**src/rtl/sample_buffer_pkg.sv**
```systemverilog
`default_nettype none
// ============================================================================
// Module      : sample_buffer_pkg
// Description : Shared layout constants and reader state encoding for the
//               multi-channel sample buffer. Both the capture writer and the
//               stream reader import this package so that the flat-buffer
//               layout (channel-major, oldest sample in the lowest byte) is
//               defined once.
// Revision    : 1.0 - initial release
// ============================================================================
package sample_buffer_pkg;

    localparam int         NUM_CHANNELS = 7;
    localparam int         SAMPLE_BITS  = 8;
    localparam int         DEPTH        = 10;
    localparam logic [7:0] HEADER_BYTE  = 8'hA5;
    localparam int         BUFFER_SIZE  = NUM_CHANNELS * DEPTH * SAMPLE_BITS;

    // Reader frame states
    typedef enum logic [1:0] {
        IDLE     = 2'd0,
        HEADER   = 2'd1,
        DATA     = 2'd2,
        CHECKSUM = 2'd3
    } reader_state_t;

    // Index width for a counter that must address n items (at least 1 bit)
    function automatic int idx_width(input int n);
        return (n > 1) ? $clog2(n) : 1;
    endfunction

endpackage
`default_nettype wire

```
**src/rtl/sample_byte_mux.sv**
```systemverilog
`default_nettype none
// ============================================================================
// Module      : sample_byte_mux
// Description : Combinational selector returning sample [ch_idx, smp_idx]
//               from the flat snapshot of the sample buffer.
// Ports       : snapshot - flat buffer, channel c at [c*DEPTH*SB +: DEPTH*SB]
//               ch_idx   - channel select
//               smp_idx  - sample select within the channel (0 = oldest)
//               sample   - selected sample (0 if the index is out of range)
// Revision    : 1.0 - initial release
// ============================================================================
module sample_byte_mux #(
    parameter int NUM_CHANNELS = sample_buffer_pkg::NUM_CHANNELS,
    parameter int SAMPLE_BITS  = sample_buffer_pkg::SAMPLE_BITS,
    parameter int DEPTH        = sample_buffer_pkg::DEPTH,
    parameter int CH_W         = sample_buffer_pkg::idx_width(NUM_CHANNELS),
    parameter int SMP_W        = sample_buffer_pkg::idx_width(DEPTH)
) (
    input  logic [NUM_CHANNELS*DEPTH*SAMPLE_BITS-1:0] snapshot,
    input  logic [CH_W-1:0]                           ch_idx,
    input  logic [SMP_W-1:0]                          smp_idx,
    output logic [SAMPLE_BITS-1:0]                    sample
);
    import sample_buffer_pkg::*;

    localparam int TOTAL = NUM_CHANNELS * DEPTH;
    localparam int IDX_W = idx_width(TOTAL);

    logic [SAMPLE_BITS-1:0] w_bytes [TOTAL];
    logic [IDX_W-1:0]       w_index;

    generate
        for (genvar i = 0; i < TOTAL; i++) begin : g_unpack
            assign w_bytes[i] = snapshot[i*SAMPLE_BITS +: SAMPLE_BITS];
        end
    endgenerate

    // Channel-major linear index: channel c starts at c*DEPTH
    assign w_index = IDX_W'(ch_idx) * IDX_W'(DEPTH) + IDX_W'(smp_idx);

    always_comb begin
        sample = '0;
        // Past-the-end indices appear transiently when the reader's advance
        // logic wraps after the final sample; those are never consumed.
        if (int'(w_index) < TOTAL) begin
            sample = w_bytes[w_index];
        end
    end

endmodule
`default_nettype wire

```
**src/rtl/sample_stream_reader.sv**
```systemverilog
`default_nettype none
// ============================================================================
// Module      : sample_stream_reader
// Description : Drain side of the multi-channel sample buffer. On start the
//               whole buffer is snapshotted and streamed as a framed byte
//               sequence over valid/ready: header byte, all samples
//               channel-major and oldest-first, then a mod-256 sum of the
//               sample bytes (flagged with out_last).
// Ports       : clk, reset    - clock, synchronous active-high reset
//               buf_data      - flat capture buffer
//               start         - frame request (pulse or level, ignored busy)
//               out_data      - current frame byte (registered)
//               out_valid     - out_data valid (registered)
//               out_ready     - sink accepts; transfer on valid & ready
//               out_last      - marks the checksum byte (registered)
//               busy          - frame in progress
//               done          - one-cycle pulse after the checksum transfer
//               frame_count   - completed frames, wraps at 256
// Revision    : 1.0 - initial release
// ============================================================================
module sample_stream_reader #(
    parameter int                                  NUM_CHANNELS = sample_buffer_pkg::NUM_CHANNELS,
    parameter int                                  SAMPLE_BITS  = sample_buffer_pkg::SAMPLE_BITS,
    parameter int                                  DEPTH        = sample_buffer_pkg::DEPTH,
    parameter logic [sample_buffer_pkg::SAMPLE_BITS-1:0] HEADER_BYTE = sample_buffer_pkg::HEADER_BYTE
) (
    input  logic                                   clk,
    input  logic                                   reset,
    input  logic [NUM_CHANNELS*DEPTH*SAMPLE_BITS-1:0] buf_data,
    input  logic                                   start,
    output logic [SAMPLE_BITS-1:0]                 out_data,
    output logic                                   out_valid,
    input  logic                                   out_ready,
    output logic                                   out_last,
    output logic                                   busy,
    output logic                                   done,
    output logic [7:0]                             frame_count
);
    import sample_buffer_pkg::*;

    localparam int CH_W  = idx_width(NUM_CHANNELS);
    localparam int SMP_W = idx_width(DEPTH);
    localparam int BUF_W = NUM_CHANNELS * DEPTH * SAMPLE_BITS;

    localparam logic [CH_W-1:0]  C_CH_LAST  = CH_W'(NUM_CHANNELS - 1);
    localparam logic [SMP_W-1:0] C_SMP_LAST = SMP_W'(DEPTH - 1);

    // ------------------------------------------------------------------
    // Registers
    // ------------------------------------------------------------------
    reader_state_t          r_state;
    logic [CH_W-1:0]        r_ch_idx;
    logic [SMP_W-1:0]       r_smp_idx;
    logic [SAMPLE_BITS-1:0] r_checksum;
    logic [BUF_W-1:0]       r_snapshot;
    logic [SAMPLE_BITS-1:0] r_out_data;
    logic                   r_out_valid;
    logic                   r_out_last;
    logic                   r_done;
    logic [7:0]             r_frame_count;

    // ------------------------------------------------------------------
    // Next-state values
    // ------------------------------------------------------------------
    reader_state_t          w_state_nxt;
    logic [CH_W-1:0]        w_ch_nxt;
    logic [SMP_W-1:0]       w_smp_nxt;
    logic [SAMPLE_BITS-1:0] w_checksum_nxt;
    logic [SAMPLE_BITS-1:0] w_out_data_nxt;
    logic                   w_out_valid_nxt;
    logic                   w_out_last_nxt;
    logic                   w_done_nxt;
    logic [7:0]             w_frame_count_nxt;
    logic                   w_capture;

    logic                   w_handshake;
    logic                   w_smp_last;
    logic                   w_ch_last;
    logic [CH_W-1:0]        w_sel_ch;
    logic [SMP_W-1:0]       w_sel_smp;
    logic [SAMPLE_BITS-1:0] w_mux_byte;

    assign w_handshake = r_out_valid & out_ready;
    assign w_smp_last  = (r_smp_idx == C_SMP_LAST);
    assign w_ch_last   = (r_ch_idx == C_CH_LAST);

    // Index of the byte to present after the current handshake. Out_data is
    // registered, so the mux looks one position ahead: (0,0) while the header
    // is showing, otherwise the successor of the current DATA position.
    always_comb begin
        w_sel_ch  = '0;
        w_sel_smp = '0;
        if (r_state == DATA) begin
            if (w_smp_last) begin
                w_sel_smp = '0;
                w_sel_ch  = r_ch_idx + 1'b1;
            end else begin
                w_sel_smp = r_smp_idx + 1'b1;
                w_sel_ch  = r_ch_idx;
            end
        end
    end

    sample_byte_mux #(
        .NUM_CHANNELS (NUM_CHANNELS),
        .SAMPLE_BITS  (SAMPLE_BITS),
        .DEPTH        (DEPTH),
        .CH_W         (CH_W),
        .SMP_W        (SMP_W)
    ) u_byte_mux (
        .snapshot (r_snapshot),
        .ch_idx   (w_sel_ch),
        .smp_idx  (w_sel_smp),
        .sample   (w_mux_byte)
    );

    // ------------------------------------------------------------------
    // Next-state / output logic
    // ------------------------------------------------------------------
    always_comb begin
        w_state_nxt       = r_state;
        w_ch_nxt          = r_ch_idx;
        w_smp_nxt         = r_smp_idx;
        w_checksum_nxt    = r_checksum;
        w_out_data_nxt    = r_out_data;
        w_out_valid_nxt   = r_out_valid;
        w_out_last_nxt    = r_out_last;
        w_done_nxt        = 1'b0;
        w_frame_count_nxt = r_frame_count;
        w_capture         = 1'b0;

        case (r_state)
            IDLE: begin
                if (start) begin
                    w_state_nxt     = HEADER;
                    w_capture       = 1'b1;
                    w_checksum_nxt  = '0;
                    w_ch_nxt        = '0;
                    w_smp_nxt       = '0;
                    w_out_data_nxt  = HEADER_BYTE;
                    w_out_valid_nxt = 1'b1;
                    w_out_last_nxt  = 1'b0;
                end
            end

            HEADER: begin
                if (w_handshake) begin
                    w_state_nxt    = DATA;
                    w_ch_nxt       = '0;
                    w_smp_nxt      = '0;
                    w_out_data_nxt = w_mux_byte;
                end
            end

            DATA: begin
                if (w_handshake) begin
                    // The byte currently held in out_data is being consumed
                    w_checksum_nxt = r_checksum + r_out_data;
                    if (w_ch_last && w_smp_last) begin
                        w_state_nxt    = CHECKSUM;
                        w_out_data_nxt = r_checksum + r_out_data;
                        w_out_last_nxt = 1'b1;
                    end else begin
                        w_ch_nxt       = w_sel_ch;
                        w_smp_nxt      = w_sel_smp;
                        w_out_data_nxt = w_mux_byte;
                    end
                end
            end

            CHECKSUM: begin
                if (w_handshake) begin
                    w_state_nxt       = IDLE;
                    w_ch_nxt          = '0;
                    w_smp_nxt         = '0;
                    w_out_data_nxt    = '0;
                    w_out_valid_nxt   = 1'b0;
                    w_out_last_nxt    = 1'b0;
                    w_done_nxt        = 1'b1;
                    w_frame_count_nxt = r_frame_count + 8'd1;
                end
            end

            default: begin
                w_state_nxt = IDLE;
            end
        endcase
    end

    // ------------------------------------------------------------------
    // State register
    // ------------------------------------------------------------------
    always_ff @(posedge clk) begin
        if (reset) begin
            r_state       <= IDLE;
            r_ch_idx      <= '0;
            r_smp_idx     <= '0;
            r_checksum    <= '0;
            r_snapshot    <= '0;
            r_out_data    <= '0;
            r_out_valid   <= 1'b0;
            r_out_last    <= 1'b0;
            r_done        <= 1'b0;
            r_frame_count <= 8'd0;
        end else begin
            r_state       <= w_state_nxt;
            r_ch_idx      <= w_ch_nxt;
            r_smp_idx     <= w_smp_nxt;
            r_checksum    <= w_checksum_nxt;
            r_out_data    <= w_out_data_nxt;
            r_out_valid   <= w_out_valid_nxt;
            r_out_last    <= w_out_last_nxt;
            r_done        <= w_done_nxt;
            r_frame_count <= w_frame_count_nxt;
            if (w_capture) begin
                r_snapshot <= buf_data;
            end
        end
    end

    assign out_data    = r_out_data;
    assign out_valid   = r_out_valid;
    assign out_last    = r_out_last;
    assign busy        = (r_state != IDLE);
    assign done        = r_done;
    assign frame_count = r_frame_count;

endmodule
`default_nettype wire

```
**config.mk**
```make
export PLATFORM = sky130hd
export DESIGN_NAME = sample_stream_reader
export DESIGN_NICKNAME = d
export VERILOG_FILES = /design/src/rtl/sample_buffer_pkg.sv /design/src/rtl/sample_byte_mux.sv /design/src/rtl/sample_stream_reader.sv
export SDC_FILE = /design/constraint.sdc
export NUM_CORES = 1
export LEC_CHECK = 0
export ABC_AREA = 1
export CAP_MARGIN = 20
export CORE_MARGIN = 2
export CORE_UTILIZATION = 41
export DETAILED_ROUTE_END_ITERATION = 16
export PLACE_DENSITY_LB_ADDON = 0.08
export SLEW_MARGIN = 20
export SYNTH_ARGS = -nofsm -noshare
export SYNTH_HDL_FRONTEND = slang
export SYNTH_SLANG_ARGS = --single-unit
export TNS_END_PERCENT = 20
```
**constraint.sdc**
```tcl
create_clock -name clk -period 3.5 [get_ports clk]
set_input_delay 0.7 -clock clk [delete_from_list [all_inputs] [get_ports clk]]
set_output_delay 0.7 -clock clk [all_outputs]
set_load 0.03 [all_outputs]
```
==> After elaboration in Yosys (flattened, before gate mapping) <==
Index checks and enable logic that the tools add are counted.
{ "op_classes": {"muxes": 43, "reduce_logical": 15, "n_mul": 1, "n_addsub": 5, "n_eq_ne": 12, "n_bitwise": 3, "n_lt_le_gt_ge": 2} }
{ "op_table": {"columns": ["op", "count"], "rows": [
  ["8-bit two-way mux", 10],
  ["8-bit binary-select mux with 7-bit select", 1],
  ["8-bit one-hot mux with 4 select lines", 1],
  ["4-bit two-way mux", 6],
  ["3-bit two-way mux", 6],
  ["8-bit one-hot mux with 2 select lines", 1],
  ["4-bit one-hot mux with 3 select lines", 1],
  ["2-bit two-way mux", 5],
  ["2-bit inequality test, second input constant", 5],
  ["5-bit AND reduction", 2],
  ["3-bit one-hot mux with 3 select lines", 1],
  ["8-bit by 1-bit adder with 8-bit output, second input constant", 1],
  ["8-bit adder", 1],
  ["8-bit >= comparator, second input constant", 1],
  ["1-bit two-way mux", 8],
  ["7-bit inverter with 8-bit output", 1],
  ["2-bit one-hot mux with 4 select lines", 1],
  ["4-bit AND reduction", 2],
  ["7-bit by 4-bit adder with 7-bit output", 1],
  ["7-bit less-than comparator, second input constant", 1],
  ["3-bit by 3-bit multiplier with 6-bit output, second input constant", 1],
  ["3-bit AND reduction", 2],
  ["2-bit nonzero test", 3],
  ["4-bit by 1-bit adder with 4-bit output, second input constant", 1],
  ["15 further kinds", 18]
]} }
{ "word_totals": {"output_inout_bits": 20, "elab_cells": 91, "input_bits": 564, "regBits": 596} }

==> Depth between registers and ports, before layout <==
{ "depth": {"word_depth": 13, "depth_mapped": 27, "mapped_depth_nobuf": 25} }

==> Hierarchy <==
Synthesis repeated with hierarchy kept, for this count alone.
{ "unflattened": {"hier_cells": 4038, "area_unflattened_um2": 26932.1} }
{ "by_module_without_submodules": {"columns": ["mod", "seq_area_each_um2", "n_inst", "cells_per_inst", "area_per_inst_um2"], "rows": [
  ["sample_stream_reader", 11931.4, 1, 2712, 21007.6],
  ["sample_byte_mux", 0.0, 1, 1326, 5924.4]
]} }

==> Least setup slack after synthesis <==
No wires, ideal clock.
{ "synth_path": {"kind": "register -> register", "from": "register r_smp_idx[0]", "to": "register r_out_data[4], in the netlist out_data[4]", "slack_ns": -0.154, "period_less_slack_ns": 3.654, "setup_time_ns": 0.070, "t_required_ns": 3.430, "arrival_ns": 3.583, "n_path_buf": 5, "path_stages_with_launch": 22, "cell_sequence": "dfxtp_1 ha_1 nand3_1 buf_2 buf_2 o21ai_0 a21oi_1 ha_1 inv_1 fa_1 buf_2 nor2_1 clkbuf_1 buf_2 o21ai_0 o21ai_1 nand3_1 o21ai_0 nand3_1 nand2_1 nand2_1 a21oi_1"} }
{ "synth_via": {"elab_chain_len": 13, "word_cells_on_any_way": 19, "cone_classes": "add/sub: 2; mul: 1; order compare: 1; eq/ne: 1; mux: 12; bitwise: 1; reduce/logical: 1"} }
{ "synth_lines": {"columns": ["item", "line_no", "rtl"], "rows": [
  ["from (decl)", "sample_stream_reader.sv:53", "logic [SMP_W-1:0] r_smp_idx;"],
  ["from (signal assigned)", "sample_stream_reader.sv:208", "r_smp_idx <= w_smp_nxt;"],
  ["4-bit equality test", "sample_stream_reader.sv:84", "assign w_smp_last = (r_smp_idx == C_SMP_LAST);"],
  ["3-bit two-way mux", "sample_stream_reader.sv:94", "if (w_smp_last) begin"],
  ["3-bit two-way mux", "sample_stream_reader.sv:93", "if (r_state == DATA) begin"],
  ["3-bit by 3-bit multiplier with 6-bit output", "sample_byte_mux.sv:39", "assign w_index = IDX_W'(ch_idx) * IDX_W'(DEPTH) + IDX_W'(smp_idx);"],
  ["7-bit by 4-bit adder with 7-bit output", "sample_byte_mux.sv:39", null],
  ["7-bit inverter with 8-bit output (implied by the code)", "sample_byte_mux.sv:46", "sample = w_bytes[w_index];"],
  ["8-bit binary-select mux with 7-bit select", "sample_byte_mux.sv:46", null],
  ["8-bit two-way mux (implied by the code) (2 in a row)", "sample_byte_mux.sv:46", null],
  ["8-bit two-way mux", "sample_byte_mux.sv:45", "if (int'(w_index) < TOTAL) begin"],
  ["8-bit two-way mux", "sample_stream_reader.sv:159", "if (w_ch_last && w_smp_last) begin"],
  ["8-bit two-way mux", "sample_stream_reader.sv:156", "if (w_handshake) begin"],
  ["8-bit one-hot mux with 4 select lines (*)", "sample_stream_reader.sv:132", "case (r_state)"],
  ["to (signal assigned)", "sample_stream_reader.sv:210", "r_out_data <= w_out_data_nxt;"],
  ["to (decl)", "sample_stream_reader.sv:56", "logic [SAMPLE_BITS-1:0] r_out_data;"]
]} }
Mark *: on every way between the ends. The rest lies on a longest branch, timed or not. The select of a mux whose other input is x is not followed.
A chain may end at the register's enable or synchronous reset.

==> Worst setup path in the final report <==
{ "layout_path": {"from": "register r_smp_idx[1]", "to": "register r_out_data[0], in the netlist out_data[0]"} }
Same word-level chain as after synthesis.

==> impl_results.md <==
* Post-detailed-route via-to-cell ratio at 5.30
* Worst supply voltage drop on vdd at 0.400 mV
* Root buffer cell: clkbuf_16
* Die Span X at 260 um
* Final WS setup at 0.0202 ns
* Leakage power figure at 0.0145 uW
* Wire length of the first global-routing pass at 162 mm
* Leading cell types by total area after synthesis: dfxtp_1, o21ai_0, nor2_1
* Pre-Repair DR Iteration Count at 6
* Element type at the critical path end: flop
* Worst-case clock skew at 0.0162 ns
* Highest fanout seen on the critical path at 8
* Clock buffer count from CTS at 68
* Max Buffers Root-to-Sink at 3
* Count of final max-slew check failures at 0
* Synthesized net count at 4445
* H-tree depth at 3
* Total power per unit cell area at 824 nW/um^2
* Number of antenna violations at the first check in global routing at 13
* Critical Path RT at 3.97 ns
* Core footprint at 64600 um^2
* Synthesized area divided by synthesized cell count at 6.96 um^2
* Count of boundary I/O pins at 584
* GP Congestion at 0.953
* Leading cell type in the layout, fill and taps excluded: nor2_1
* Fraction of post-synthesis cell area in the top cell type by area at 0.445
* Average detailed-routed wire length per instance at 21.1 um
* Commonest non-fill, non-tap cells in the layout: nor2_1, o21ai_0, dfxtp_1, clkdlybuf4s50_1, nand2_1
* Crit path time final at 3.48 ns
* Synthesized flop and latch total at 596
* Most area-hungry cell type in the Yosys netlist: dfxtp_1
* Hold violation total from the final report at 0
* Post-synth cell types at 43
* Number of global-route vias before repair at 25900
* Post-synthesis sequential area ratio at 0.445
* Period Utilization, post-route at 0.994
* Layout Cells excl Fill at 5251
* Status: completed
* Number of sinks handled by clock tree synthesis at 596
* Setup-violating endpoint count in the final report at 0
* Aggregate global routing overflow at 0
* Category of the worst setup path launch point: flop
* All-Layer GR Usage at 0.316
* Skew-Pair Late Insertion Delay at 0.61 ns
* Most instantiated flip-flop cell in the synthesis netlist: dfxtp_1
* Die Outline Area at 67500 um^2
* Post-Synthesis Cells at 3856
* Maximum number of pins on one net before global-route repair at 119
* Arrival time reported for the critical path endpoint at 3.95 ns
* DPL Wire Length at 82.1 mm
* Kind of critical path: flop to flop
* EDFF count, synth at 0
* 1st-iter DRT viols at 2611
* Number of core rows at 93
* Clock transition at the registers of the reported paths at 0.06 ns
* Transition time at the pin with the least slew margin at 0.776 ns
* Final instance area at 36300 um^2
* Highest Clock Rate at 287 MHz
* Height of the chip at 260 um
* Post-place setup slack at -0.0323 ns
* Synth warn at 0
* Async SR Flop Fraction at 0
* Starting density of the core at 0.416
* Type of the tightest min-delay check: flop to flop
* Layout Nets at 4924
* Standard cell area after detailed placement at 33700 um^2
* CTS tree: done
* Post-route DRC violation count at 0
* Combined area of all synthesized cells at 26800 um^2
* Via count at 27800
* Accumulated negative setup slack at 0 ns
* Buffers on Ports at 583
* Power after layout at 29900 uW
* Share of final-layout standard cells stronger than drive strength 1 at 0.0671
* Post-route antenna net violation count at 0
* Layout overhead on the synthesized area at 35.2%
* Count of max-cap constraint violations at 0
* Unrepaired setup endpoints after global routing: yes
* Total Wirelength at 111 mm
* Relative slew slack at 0.483
* Placed Cells incl. Taps at 5107
[layout make-up]
class                   instances  area [um^2]
diodes                         13         32.5
clock buffers                 104         2050
clock inverters                14          151
fillers                      6368        28300
inverters                     237          920
multi-input cells            2719        12900
flip-flops and latches        596        11900
well taps                     855         1070
repair buffers                713         7290
[power breakdown]
part	leakage [uW]	internal, uW	switching (uW)
Clock	0.00108	4190	2920
Sequential	0.00493	8560	809
Combinational	0.00848	4490	8960
Total	0.0145	17200	12700
[metal layers]
| layer | GRT usage | wire length [um] |
|---|---|---|
| met4 | 0.103 | 3230 |
| met1 | 0.415 | 47000 |
| met3 | 0.0502 | 7390 |
| met5 | 0 | 11 |
| met2 | 0.529 | 52900 |
[worst max-delay path: stages, from the launching register on]
cell and delay (ns):
dfxtp_2 0.33, inv_2 0.05, ha_4 0.16, nand3_4 0.12, o21ai_4 0.09, a21oi_4 0.15
ha_4 0.16, inv_2 0.04, fa_4 0.87, buf_6 0.12, nor2_4 0.05, buf_12 0.16
buf_4 0.14, o211ai_1 0.13, nand4_1 0.16, o21ai_1 0.17, nand2_1 0.14, nand2_1 0.10
nand3_2 0.09, nand3_1 0.07, a21oi_1 0.06
[flip-flops by register name, indices dropped and copies added (netlist names)]
| signal | cells |
|---|---|
| r_state | 2 |
| done | 1 |
| r_ch_idx | 3 |
| frame_count | 8 |
| out_last | 1 |
| r_checksum | 8 |
| r_smp_idx | 4 |
| out_data | 8 |
| out_valid | 1 |
| r_snapshot | 560 |
[metrics by stage]
| step | hold WS, ns | utilization |
|---|---|---|
| floorplan | 0.424 | - |
| global placement | 0.433 | 0.522 |
| detailed placement | 0.439 | 0.522 |
| CTS | 0.448 | 0.557 |
| global route | 0.463 | 0.562 |
| finish | 0.446 | 0.562 |
[synthesized netlist by cell type (3+ instances only)]
cell type    n
a21oi_1    293
buf_2       38
nand3_1    289
o211ai_1    91
inv_1      230
nand4_1      5
clkbuf_1   212
a31oi_1      3
nand2_1    442
buf_1       25
a211oi_1     4
dfxtp_1    596
o21ai_0    657
inv_2        4
nor2_1     829
o211ai_2     7
buf_6       19
xnor2_1      4
o21ai_1     40
buf_4       10
ha_1        23
xor2_1       5
[logic make-up (layout without fill, tap and decap cells)]
| logic type | count (synthesis) | count (layout) | share of synthesized area |
|---|---|---|---|
| buffers and inverters | 541 | 1068 | 0.0842 |
| AO/OA/AOI/OAI | 1104 | 1104 | 0.218 |
| AND/OR/NAND/NOR | 1579 | 1579 | 0.237 |
| adder cells (fa/ha/maj) | 25 | 25 | 0.0122 |
| other | 0 | 13 | 0 |
| flip-flops | 596 | 596 | 0.445 |
| XOR/XNOR | 11 | 11 | 0.00415 |
[final timing paths]
kind	start	endpoint	slack, ns	depth (start not counted)
hold / removal	r_snapshot[136]	r_snapshot[136]	0.45	2
hold reg to reg	r_snapshot[136]	r_snapshot[136]	0.45	2
setup / recovery	r_smp_idx[1]	out_data[0]	0.02	20
setup reg to reg	r_smp_idx[1]	out_data[0]	0.02	20
[timing repair]
item / 4_1_cts / 5_1_grt
setup buffers: 0 / 11
resized for setup: 2 / 49
endpoints found under the setup margin: 6 / 8
pin swaps: 0 / 21
gates cloned: 0 / 2
hold buffers: 0 / 0
No activity file was read; power rests on OpenSTA's default activity.
